`config.mk`:
```
export PLATFORM = sky130hd
export DESIGN_NAME = envelope_follower_flat
export DESIGN_NICKNAME = d
export VERILOG_FILES = /design/src/rtl/vocoder_pkg.sv /design/src/rtl/envelope_follower_if.sv /design/src/rtl/envelope_step.sv /design/src/rtl/envelope_follower.sv /design/src/flat_wrapper.sv
export SDC_FILE = /design/constraint.sdc
export NUM_CORES = 2
export LEC_CHECK = 0
export ABC_CLOCK_PERIOD_IN_PS = 14900
export CAP_MARGIN = 20
export CORE_UTILIZATION = 45
export CTS_BUF_LIST = sky130_fd_sc_hd__clkbuf_8
export CTS_CLUSTER_DIAMETER = 60
export DETAILED_ROUTE_END_ITERATION = 16
export GPL_ROUTABILITY_DRIVEN = 0
export PLACE_DENSITY = 0.73
export SETUP_SLACK_MARGIN = 0.05
export SLEW_MARGIN = 0
export SYNTH_ARGS = -nofsm -noshare
export SYNTH_HDL_FRONTEND = slang
export SYNTH_SLANG_ARGS = --single-unit
```
`constraint.sdc`:
```
create_clock -name clk_in -period 14.9 [get_ports clk_in]
set_input_delay 2.98 -clock clk_in [delete_from_list [all_inputs] [get_ports clk_in]]
set_output_delay 2.98 -clock clk_in [all_outputs]
set_load 0.1 [all_outputs]
```
`src/rtl/vocoder_pkg.sv`:
```
// Purpose: shared constants, types and helpers for the vocoder analysis
//          path envelope follower.
// Contents: sizing constants, sample/coefficient/envelope/band types,
//           FSM state type, saturating absolute-value helper.
package vocoder_pkg;

  localparam int NUM_BANDS    = 16;
  localparam int SAMPLE_WIDTH = 24;
  localparam int COEFF_WIDTH  = 32;
  localparam int FRAC_BITS    = 20;
  localparam int BAND_WIDTH   = $clog2(NUM_BANDS);

  typedef logic signed [SAMPLE_WIDTH-1:0] sample_t;
  typedef logic signed [COEFF_WIDTH-1:0]  coeff_t;
  typedef logic        [SAMPLE_WIDTH-1:0] env_t;
  typedef logic        [BAND_WIDTH-1:0]   band_t;

  localparam coeff_t  ONE_Q20    = coeff_t'(1 << FRAC_BITS);
  localparam env_t    ENV_MAX    = env_t'((1 << (SAMPLE_WIDTH - 1)) - 1);
  localparam sample_t SAMPLE_MIN = sample_t'(1 << (SAMPLE_WIDTH - 1));

  typedef enum logic {
    ST_CLEAR = 1'b0,
    ST_RUN   = 1'b1
  } state_t;

  // |s| with the most negative code folded onto the largest positive code,
  // so the result always fits the envelope range.
  function automatic env_t abs_sat(input sample_t s);
    env_t r;
    if (s == SAMPLE_MIN) begin
      r = ENV_MAX;
    end else if (s[SAMPLE_WIDTH-1]) begin
      r = env_t'(-s);
    end else begin
      r = env_t'(s);
    end
    return r;
  endfunction

endpackage

```
`src/rtl/envelope_follower_if.sv`:
```
// Purpose: sample input / envelope output bundle of the envelope follower.
// Signals: sample_in, band_in, valid_in (toward the follower),
//          ready_out, env_out, band_out, valid_out, frame_done_out (from it).
// Modports: master = producer/consumer side, slave = envelope follower.
interface envelope_follower_if;
  import vocoder_pkg::*;

  sample_t sample_in;
  band_t   band_in;
  logic    valid_in;
  logic    ready_out;
  env_t    env_out;
  band_t   band_out;
  logic    valid_out;
  logic    frame_done_out;

  modport master (
    output sample_in, band_in, valid_in,
    input  ready_out, env_out, band_out, valid_out, frame_done_out
  );

  modport slave (
    input  sample_in, band_in, valid_in,
    output ready_out, env_out, band_out, valid_out, frame_done_out
  );

endinterface

```
`src/rtl/envelope_step.sv`:
```
// Purpose: one combinational update of the one-pole envelope smoother.
// Ports: r (rectified sample), e_old (current envelope), attack_coeff,
//        release_coeff (Q12.20) in; e_new (clamped updated envelope) out.
module envelope_step
  import vocoder_pkg::*;
(
  input  env_t   r,
  input  env_t   e_old,
  input  coeff_t attack_coeff,
  input  coeff_t release_coeff,
  output env_t   e_new
);

  localparam int PW = COEFF_WIDTH + SAMPLE_WIDTH + 1;
  localparam logic signed [PW-1:0] SUM_MAX = PW'(ENV_MAX);

  logic signed [SAMPLE_WIDTH:0] diff;
  coeff_t                       c;
  logic signed [PW-1:0]         prod;
  logic signed [PW-1:0]         sum;

  always_comb begin
    diff = $signed({1'b0, r}) - $signed({1'b0, e_old});
    c    = (r > e_old) ? attack_coeff : release_coeff;
    prod = PW'(c) * PW'(diff);
    // Arithmetic shift floors toward -inf, so a decaying envelope always
    // moves down by at least one LSB until it reaches the target.
    sum  = (prod >>> FRAC_BITS) + $signed({{(PW - SAMPLE_WIDTH){1'b0}}, e_old});
    if (sum[PW-1]) begin
      e_new = '0;
    end else if (sum > SUM_MAX) begin
      e_new = ENV_MAX;
    end else begin
      e_new = sum[SAMPLE_WIDTH-1:0];
    end
  end

endmodule

```
`src/rtl/envelope_follower.sv`:
```
// Purpose: per-band amplitude envelope tracker for time-multiplexed
//          band-filter samples (rectify + attack/release one-pole smoother).
// Ports: clk_in, rst_in (sync, active high), attack_coeff, release_coeff,
//        clear_in (zero all envelopes), bus (envelope_follower_if.slave).
//
// state    | meaning
// ST_CLEAR | sweeping env[cnt] to zero, input not ready
// ST_RUN   | accepting samples, two-stage update pipeline active
module envelope_follower
  import vocoder_pkg::*;
(
  input  logic   clk_in,
  input  logic   rst_in,
  input  coeff_t attack_coeff,
  input  coeff_t release_coeff,
  input  logic   clear_in,
  envelope_follower_if.slave bus
);

  state_t state;
  band_t  cnt;
  env_t   env_mem [NUM_BANDS];

  logic   s1_valid;
  env_t   s1_r;
  env_t   s1_e_old;
  band_t  s1_band;

  logic   accept;
  env_t   r_abs;
  env_t   e_fwd;
  env_t   e_new;

  envelope_step u_step (
    .r             (s1_r),
    .e_old         (s1_e_old),
    .attack_coeff  (attack_coeff),
    .release_coeff (release_coeff),
    .e_new         (e_new)
  );

  always_comb begin
    accept = bus.valid_in && bus.ready_out && !clear_in;
    r_abs  = abs_sat(bus.sample_in);
    // The stage-2 result for the same band is written on this very edge,
    // so the RAM still holds the stale value; take the fresh one instead.
    if (s1_valid && (s1_band == bus.band_in)) begin
      e_fwd = e_new;
    end else begin
      e_fwd = env_mem[bus.band_in];
    end
  end

  always_ff @(posedge clk_in) begin
    if (rst_in) begin
      state              <= ST_CLEAR;
      cnt                <= '0;
      s1_valid           <= 1'b0;
      s1_r               <= '0;
      s1_e_old           <= '0;
      s1_band            <= '0;
      bus.ready_out      <= 1'b0;
      bus.valid_out      <= 1'b0;
      bus.env_out        <= '0;
      bus.band_out       <= '0;
      bus.frame_done_out <= 1'b0;
    end else begin
      bus.valid_out      <= 1'b0;
      bus.frame_done_out <= 1'b0;
      s1_valid           <= accept;
      if (accept) begin
        s1_r     <= r_abs;
        s1_e_old <= e_fwd;
        s1_band  <= bus.band_in;
      end
      case (state)
        ST_CLEAR: begin
          env_mem[cnt] <= '0;
          cnt          <= cnt + band_t'(1);
          if (cnt == band_t'(NUM_BANDS - 1)) begin
            state         <= ST_RUN;
            bus.ready_out <= 1'b1;
          end
        end
        ST_RUN: begin
          if (clear_in) begin
            // Stage-2 sample in flight is dropped here; stage 1 was already
            // refused through accept.
            state         <= ST_CLEAR;
            cnt           <= '0;
            bus.ready_out <= 1'b0;
          end else if (s1_valid) begin
            env_mem[s1_band]   <= e_new;
            bus.env_out        <= e_new;
            bus.band_out       <= s1_band;
            bus.valid_out      <= 1'b1;
            bus.frame_done_out <= (s1_band == band_t'(NUM_BANDS - 1));
          end
        end
        default: begin
          state <= ST_CLEAR;
          cnt   <= '0;
        end
      endcase
    end
  end

endmodule

```
`src/flat_wrapper.sv`:
```
// flat-port wrapper written by rule: the top's interface ports become plain ports
module envelope_follower_flat import vocoder_pkg::*;
  (clk_in, rst_in, attack_coeff, release_coeff, clear_in, bus_sample_in, bus_band_in, bus_valid_in, bus_ready_out, bus_env_out, bus_band_out, bus_valid_out, bus_frame_done_out);
  envelope_follower_if bus_i ();
  input  logic clk_in;
  input  logic rst_in;
  input  coeff_t attack_coeff;
  input  coeff_t release_coeff;
  input  logic clear_in;
  input wire logic [$bits(bus_i.sample_in)-1:0] bus_sample_in;
  input wire logic [$bits(bus_i.band_in)-1:0] bus_band_in;
  input wire logic [$bits(bus_i.valid_in)-1:0] bus_valid_in;
  output wire logic [$bits(bus_i.ready_out)-1:0] bus_ready_out;
  output wire logic [$bits(bus_i.env_out)-1:0] bus_env_out;
  output wire logic [$bits(bus_i.band_out)-1:0] bus_band_out;
  output wire logic [$bits(bus_i.valid_out)-1:0] bus_valid_out;
  output wire logic [$bits(bus_i.frame_done_out)-1:0] bus_frame_done_out;
  assign bus_i.sample_in = bus_sample_in;
  assign bus_i.band_in = bus_band_in;
  assign bus_i.valid_in = bus_valid_in;
  assign bus_ready_out = bus_i.ready_out;
  assign bus_env_out = bus_i.env_out;
  assign bus_band_out = bus_i.band_out;
  assign bus_valid_out = bus_i.valid_out;
  assign bus_frame_done_out = bus_i.frame_done_out;
  envelope_follower u_core (.clk_in(clk_in), .rst_in(rst_in), .attack_coeff(attack_coeff), .release_coeff(release_coeff), .clear_in(clear_in), .bus(bus_i));
endmodule
```
# After elaboration in Yosys (flattened, before gate mapping)
# Memories as Yosys holds them, arrays and structs flattened.
# Index checks and enable logic that the tools add are counted.
# Widths: inputs -> output; s select.
[classes] n_addsub=4 mul=1 magnitude_cmp=2 eq_ne=6 muxes=25 bitwise=3 reduce_logical=8
[op_table] op="$mux 24" n=6
[op_table] op="$mul 32x25->57" n=1
[op_table] op="$add 37x25->38" n=1
[op_table] op="$gt 38x24->1 const B" n=1
[op_table] op="$mux 32" n=1
[op_table] op="$sub 24x24->25" n=1
[op_table] op="$eq 24x24->1 const B" n=1
[op_table] op="$gt 24x24->1" n=1
[op_table] op="$neg 24->24" n=1
[op_table] op="$reduce_or 24->1" n=1
[op_table] op="$mux 1" n=13
[op_table] op="$eq 4x4->1 const B" n=2
[op_table] op="$mux 4" n=2
[op_table] op="$pmux 4 s2" n=1
[op_table] op="$add 4x1->4 const B" n=1
[op_table] op="$eq 4x4->1" n=1
[op_table] op="$pmux 1 s2" n=2
[op_table] op="$reduce_or 4->1" n=1
[op_table] op="$logic_and 1x1->1" n=3
[op_table] op="$not 1->1" n=3
[op_table] op="$reduce_and 3->1" n=1
[op_table] op="$ne 2x1->1 const B" n=1
[op_table] op="$ne 2x2->1 const B" n=1
[op_table] op="$reduce_and 2->1" n=1
[op_table] op="$logic_not 1->1" n=1
[word_totals] register_bits=89 ram_bits=384 input_bits=96 output_inout_bits=31 elab_cells=61 memories=1
[memory_table] memory="u_core.env_mem" depth=16 width=24 read_ports=1 rd_ports_with_merged_regs=0 wr=1 line_no="envelope_follower.sv:22" source="env_t env_mem [NUM_BANDS];"

# Longest topological paths before layout
[logic_depth] ltp_word=8 depth_mapped=60 mapped_depth_nobuf=57

# Cells and area by module
# Synthesis repeated with hierarchy kept, for this count alone.
[unflattened] cells_unflattened=4611 hier_area_um2=49406.1
[modules_own_cells] mod="envelope_step" n_inst=1 cells_per_inst=3618 area_each_um2=31285.0 seq_area_each_um2=0.0
[modules_own_cells] mod="envelope_follower" n_inst=1 cells_per_inst=993 area_each_um2=18121.1 seq_area_each_um2=13312.8

# Worst setup path after synthesis
# No wires, ideal clock.
[synth_timing] path_type="register to register" start="register u_core.s1_e_old[0]" end="memory u_core.env_mem[0][1] (netlist bit), data pin" setup_time_ns=0.291 t_arrival_ns=12.506 required_time_ns=14.609 path_slack_ns=2.103 path_stages_with_launch=55 path_buffers=3 synth_period_minus_slack_ns=12.797 path_cell_list="dfxtp_1 > ha_1 > inv_1 > fa_1 > a21o_1 > a21oi_1 > o21bai_1 > a21oi_1 > o21bai_1 > a21oi_1 > o21bai_1 > a21oi_1 > o21ai_1 > a211oi_1 > a211oi_1 > a21oi_1 > nor2b_1 > xor2_1 > (+19 left out) > or3_1 > and3_1 > o21ai_0 > xor2_1 > ha_1 > a21oi_1 > o21bai_1 > a21oi_1 > nor2b_1 > or4_1 > o21ai_0 > o21a_1 > nor3_2 > nor4b_2 > a211oi_1 > nor2_1 > buf_2 > a21oi_1"
[synth_between] elab_chain_len=8 word_cells_on_any_way=9 classes_between="add/sub (2); mul (1); order compare (2); mux (4)"
[synth_lines] element="start, declared" line_no="envelope_follower.sv:26" source="env_t s1_e_old;"
[synth_lines] element="start signal, assigned" line_no="envelope_follower.sv:73" source="s1_e_old <= e_fwd;"
[synth_lines] element="$gt 24x24->1" line_no="envelope_step.sv:24" source="c = (r > e_old) ? attack_coeff : release_coeff;"
[synth_lines] element="$mux 32" line_no="envelope_step.sv:24"
[synth_lines] element="$mul 32x25->57" line_no="envelope_step.sv:25" source="prod = PW'(c) * PW'(diff);"
[synth_lines] element="$add 37x25->38 (*)" line_no="envelope_step.sv:28" source="sum = (prod >>> FRAC_BITS) + $signed({{(PW - SAMPLE_WIDTH){1'b0}}, e_old});"
[synth_lines] element="$gt 38x24->1" line_no="envelope_step.sv:31" source="end else if (sum > SUM_MAX) begin"
[synth_lines] element="$mux 24" line_no="envelope_step.sv:31"
[synth_lines] element="$mux 24 (*)" line_no="envelope_step.sv:29" source="if (sum[PW-1]) begin"
[synth_lines] element="$mux 24 (no source line) (*)"
[synth_lines] element="end, declared" line_no="envelope_follower.sv:22"
# Mark *: on every way between the ends. The rest lies on a longest branch, timed or not.

# Worst setup path in the final report
[layout_timing] start="register u_core.s1_e_old[1]" end="memory u_core.env_mem[0][19] (netlist bit), data pin"
# The elaborated chain is that of the path after synthesis.

==> flow_metrics.tcl <==
set metrics [dict create \
    drive_above_1_share_pct 10.5 \
    ys_seq_elements 473 \
    synthArstFlopShare_pct 0 \
    syn_avg_cell_area_um2 10.8 \
    cts.path.max_buffers 3 \
    vias 35800 \
    critPathMaxFanout 21 \
    maxSlewHeadroom_pct 22.8 \
    reg2reg_depth 50 \
    path_common_cell "fa_1" \
    start_util_pct 45.5 \
    grt_overflow 0 \
    drt-initial-drc-count 3484 \
    antenna_left 0 \
    diodes 0 \
    tritoncts "yes" \
    wl_um 145000 \
    synth_top_family_by_area "adder cells" \
    syn_to_final_growth_pct 10.6 \
    ys.flop_type "edfxtp_1" \
    clock.fmax_ghz 0.0712 \
    power_mw 2.66 \
    hold_violations 0 \
    root_buffer "clkbuf_8" \
    yosysSeqAreaShare_pct 26.8 \
    hold_buffers 0 \
    synth-adder-area-share_pct 38.2 \
    die_y_um 334 \
    start_kind "flip-flop" \
    antenna_found_initial 3 \
    grt_max_degree 76 \
    placed_area_um2 53300 \
    num_rows 121 \
    hp-class "flip-flop to flip-flop" \
    final_area_um2 54900 \
    crit_type "flip-flop to flip-flop" \
    final_util_pct 50.3 \
    setup_violations 0 \
    insertion_delay_ps 630 \
    drcViolationCount 0 \
    die-area_um2 112000 \
    synth_xor_area_share_pct 2.17 \
    hold_path_depth 2 \
    synth.area.mux_share_pct 6.83 \
    synth-simple-area-share_pct 11.1 \
    outcome "finished clean" \
    syn-cell-area_um2 49600 \
    p_leak_nw 23.5 \
    nets 5883 \
    synth-warning-count 0 \
    firstDrtPassIters 9 \
    cap_violations 0 \
    core_um2 109000 \
    power.density_nw_per_um2 48.5 \
    cpMaxStageDelayCell "fa_1" \
    worst_pin_slew_ps 1150 \
    synth-edff-count 384 \
    peakVddDrop_uv 65.4 \
    crit_path_max_incr_delay_ps 550 \
    htree_levels 3 \
    grt_pass1_vias 37500 \
    synthesis.instances 4612 \
    endpoint_kind "flip-flop" \
    grt_pass1_wl_um 224000 \
    synth-compound-area-share_pct 6.85 \
    track_usage_pct 26.5 \
    worstPathArrival_ps 14440 \
    wl_per_cell_um 23.0 \
    dpl.hpwl_um 111000 \
    holdWs_ps 459 \
    path_clk_slew_ps 60 \
    via_per_inst 5.68 \
    period_share_pct 94.2 \
    min_period_ps 14040 \
    critPathRequiredTime_ps 15300 \
    cts_sinks 473 \
    num_io_pins 127 \
    slew_viol_final 0 \
    place.port_buffers 126 \
    die_x_um 334 \
    skew_ps 39.6 \
    cts_buffers 73 \
    ys_types 92 \
    rsz0062_at_grt "false" \
]
cells in the final DEF (no fill, tap or decap), types with 34 or more instances in the layout:
| cell type | instances |
|---|---|
| dfxtp_1 | 89 |
| xnor2_1 | 54 |
| mux2i_1 | 34 |
| clkdlybuf4s50_1 | 123 |
| and2_1 | 42 |
| a211oi_1 | 36 |
| fa_1 | 819 |
| buf_4 | 142 |
| a21oi_1 | 132 |
| mux4_2 | 120 |
| nand2b_1 | 38 |
| a21o_1 | 46 |
| nor2_1 | 431 |
| xor2_1 | 48 |
| o21ai_0 | 72 |
| inv_1 | 864 |
| ha_1 | 204 |
| edfxtp_1 | 384 |
| clkbuf_8 | 82 |
| nand2_1 | 520 |
sequential cells by signal (all words and copies together), names as in the netlist:
| signal | flops |
|---|---|
| u_core.s1_valid | 1 |
| u_core.s1_band | 4 |
| u_core.bus.valid_out | 1 |
| u_core.bus.env_out | 24 |
| u_core.bus.band_out | 4 |
| u_core.bus.frame_done_out | 1 |
| u_core.state | 1 |
| u_core.s1_e_old | 24 |
| u_core.bus.ready_out | 1 |
| u_core.env_mem | 384 |
| u_core.s1_r | 24 |
| u_core.cnt | 4 |
worst max-delay path: cells and delay by family (launching register included):
family                     cells  cell delay [ps]
AOI/OAI and AO/OA             21             5300
xor gates and xnor gates       1              240
adders and majority gates     10             4560
buffers and inverters          8             1520
DFF                            1              400
and+or+nand+nor               10             1770
routing by layer:
| metal | vias up | track usage, % | part of all wire (%) |
|---|---|---|---|
| li1 | 15200 | - | - |
| met1 | 18100 | 33.8 | 36 |
| met2 | 2126 | 42.6 | 47 |
| met3 | 415 | 6.18 | 11 |
| met4 | 4 | 13.1 | 6.0 |
| met5 | - | 0 | 0.015 |
area by class of cell:
cell class	count	area (µm²)
fillers	9434	54200
clock inverters	51	231
flip-flops and latches	473	13300
repair buffers	271	2380
well taps	1476	1850
multi-input cells	3104	32900
clock buffers	82	1130
inverters	840	3150
synth_stat cells, drive strengths merged (5+ instances only):
| library cell | number | area, µm² |
|---|---|---|
| nor3 | 34 | 180 |
| fa | 820 | 16400 |
| o21bai | 27 | 203 |
| inv | 839 | 3150 |
| nor2 | 454 | 1700 |
| xor2 | 55 | 482 |
| mux2i | 34 | 340 |
| and2 | 42 | 263 |
| nand3 | 38 | 280 |
| ha | 204 | 2550 |
| a211o | 9 | 78.8 |
| nor3b | 5 | 37.5 |
| o21ai | 79 | 395 |
| a21oi | 151 | 771 |
| nand2b | 38 | 238 |
| a21o | 46 | 345 |
| o21a | 18 | 135 |
| nor4 | 8 | 65.1 |
| or2 | 10 | 62.6 |
| clkbuf | 179 | 674 |
| a22o | 22 | 193 |
| o211ai | 8 | 73.8 |
| or3 | 16 | 100 |
| mux4 | 120 | 2700 |
| nor2b | 31 | 194 |
| o31ai | 13 | 97.6 |
| mux2 | 31 | 349 |
| a211oi | 37 | 283 |
| a31oi | 13 | 81.3 |
| a221o | 19 | 190 |
| edfxtp | 384 | 11500 |
| and3 | 11 | 73.8 |
| a21boi | 8 | 63.8 |
| buf | 31 | 145 |
| nand2 | 521 | 1960 |
| nand4 | 33 | 221 |
| dfxtp | 89 | 1780 |
| xnor2 | 68 | 596 |
through the flow:
step                      instances  TNS (ps)  setup slack [ps]
after global placement         6150         0               389
after detailed placement       6151      -330             -18.9
after CTS                      6284         0              1.10
after global routing           6297         0               120
final                          6297         0               858
after floorplan                4627         0              2100
final timing paths:
| path | startpoint | endpoint | slack, ps |
|---|---|---|---|
| max reg2reg | u_core.s1_e_old[1] | u_core.env_mem[0][19] | 860 |
| min reg2reg | u_core.bus.band_out[2] | u_core.bus.band_out[2] | 460 |
| max | u_core.s1_e_old[1] | u_core.env_mem[0][19] | 860 |
| min | u_core.bus.band_out[2] | u_core.bus.band_out[2] | 460 |
repair_timing:
item	in CTS	in global routing
pin swaps	0	2
resized for setup	5	32
buffers inserted	0	11
endpoints found under the setup margin	176	409
power by group:
part / internal, mW / total, mW / leakage (nW) / switching [mW]
Combinational: 0.0935 / 0.231 / 18.5 / 0.137
Clock: 0.508 / 1.00 / 0.791 / 0.496
Sequential: 1.42 / 1.43 / 4.25 / 0.00411
Total: 2.03 / 2.66 / 23.5 / 0.637
logic make-up (layout without fill, tap and decap cells):
logic type / after synthesis / after routing
simple gates: 1257 / 1257
mux: 185 / 185
buf+inv: 1050 / 1244
compound gates: 499 / 499
other cells: 1 / 16
fa+ha+maj: 1024 / 1024
flops: 473 / 473
xor+xnor: 123 / 123
Note: power is estimated with default switching activity, not from simulation.
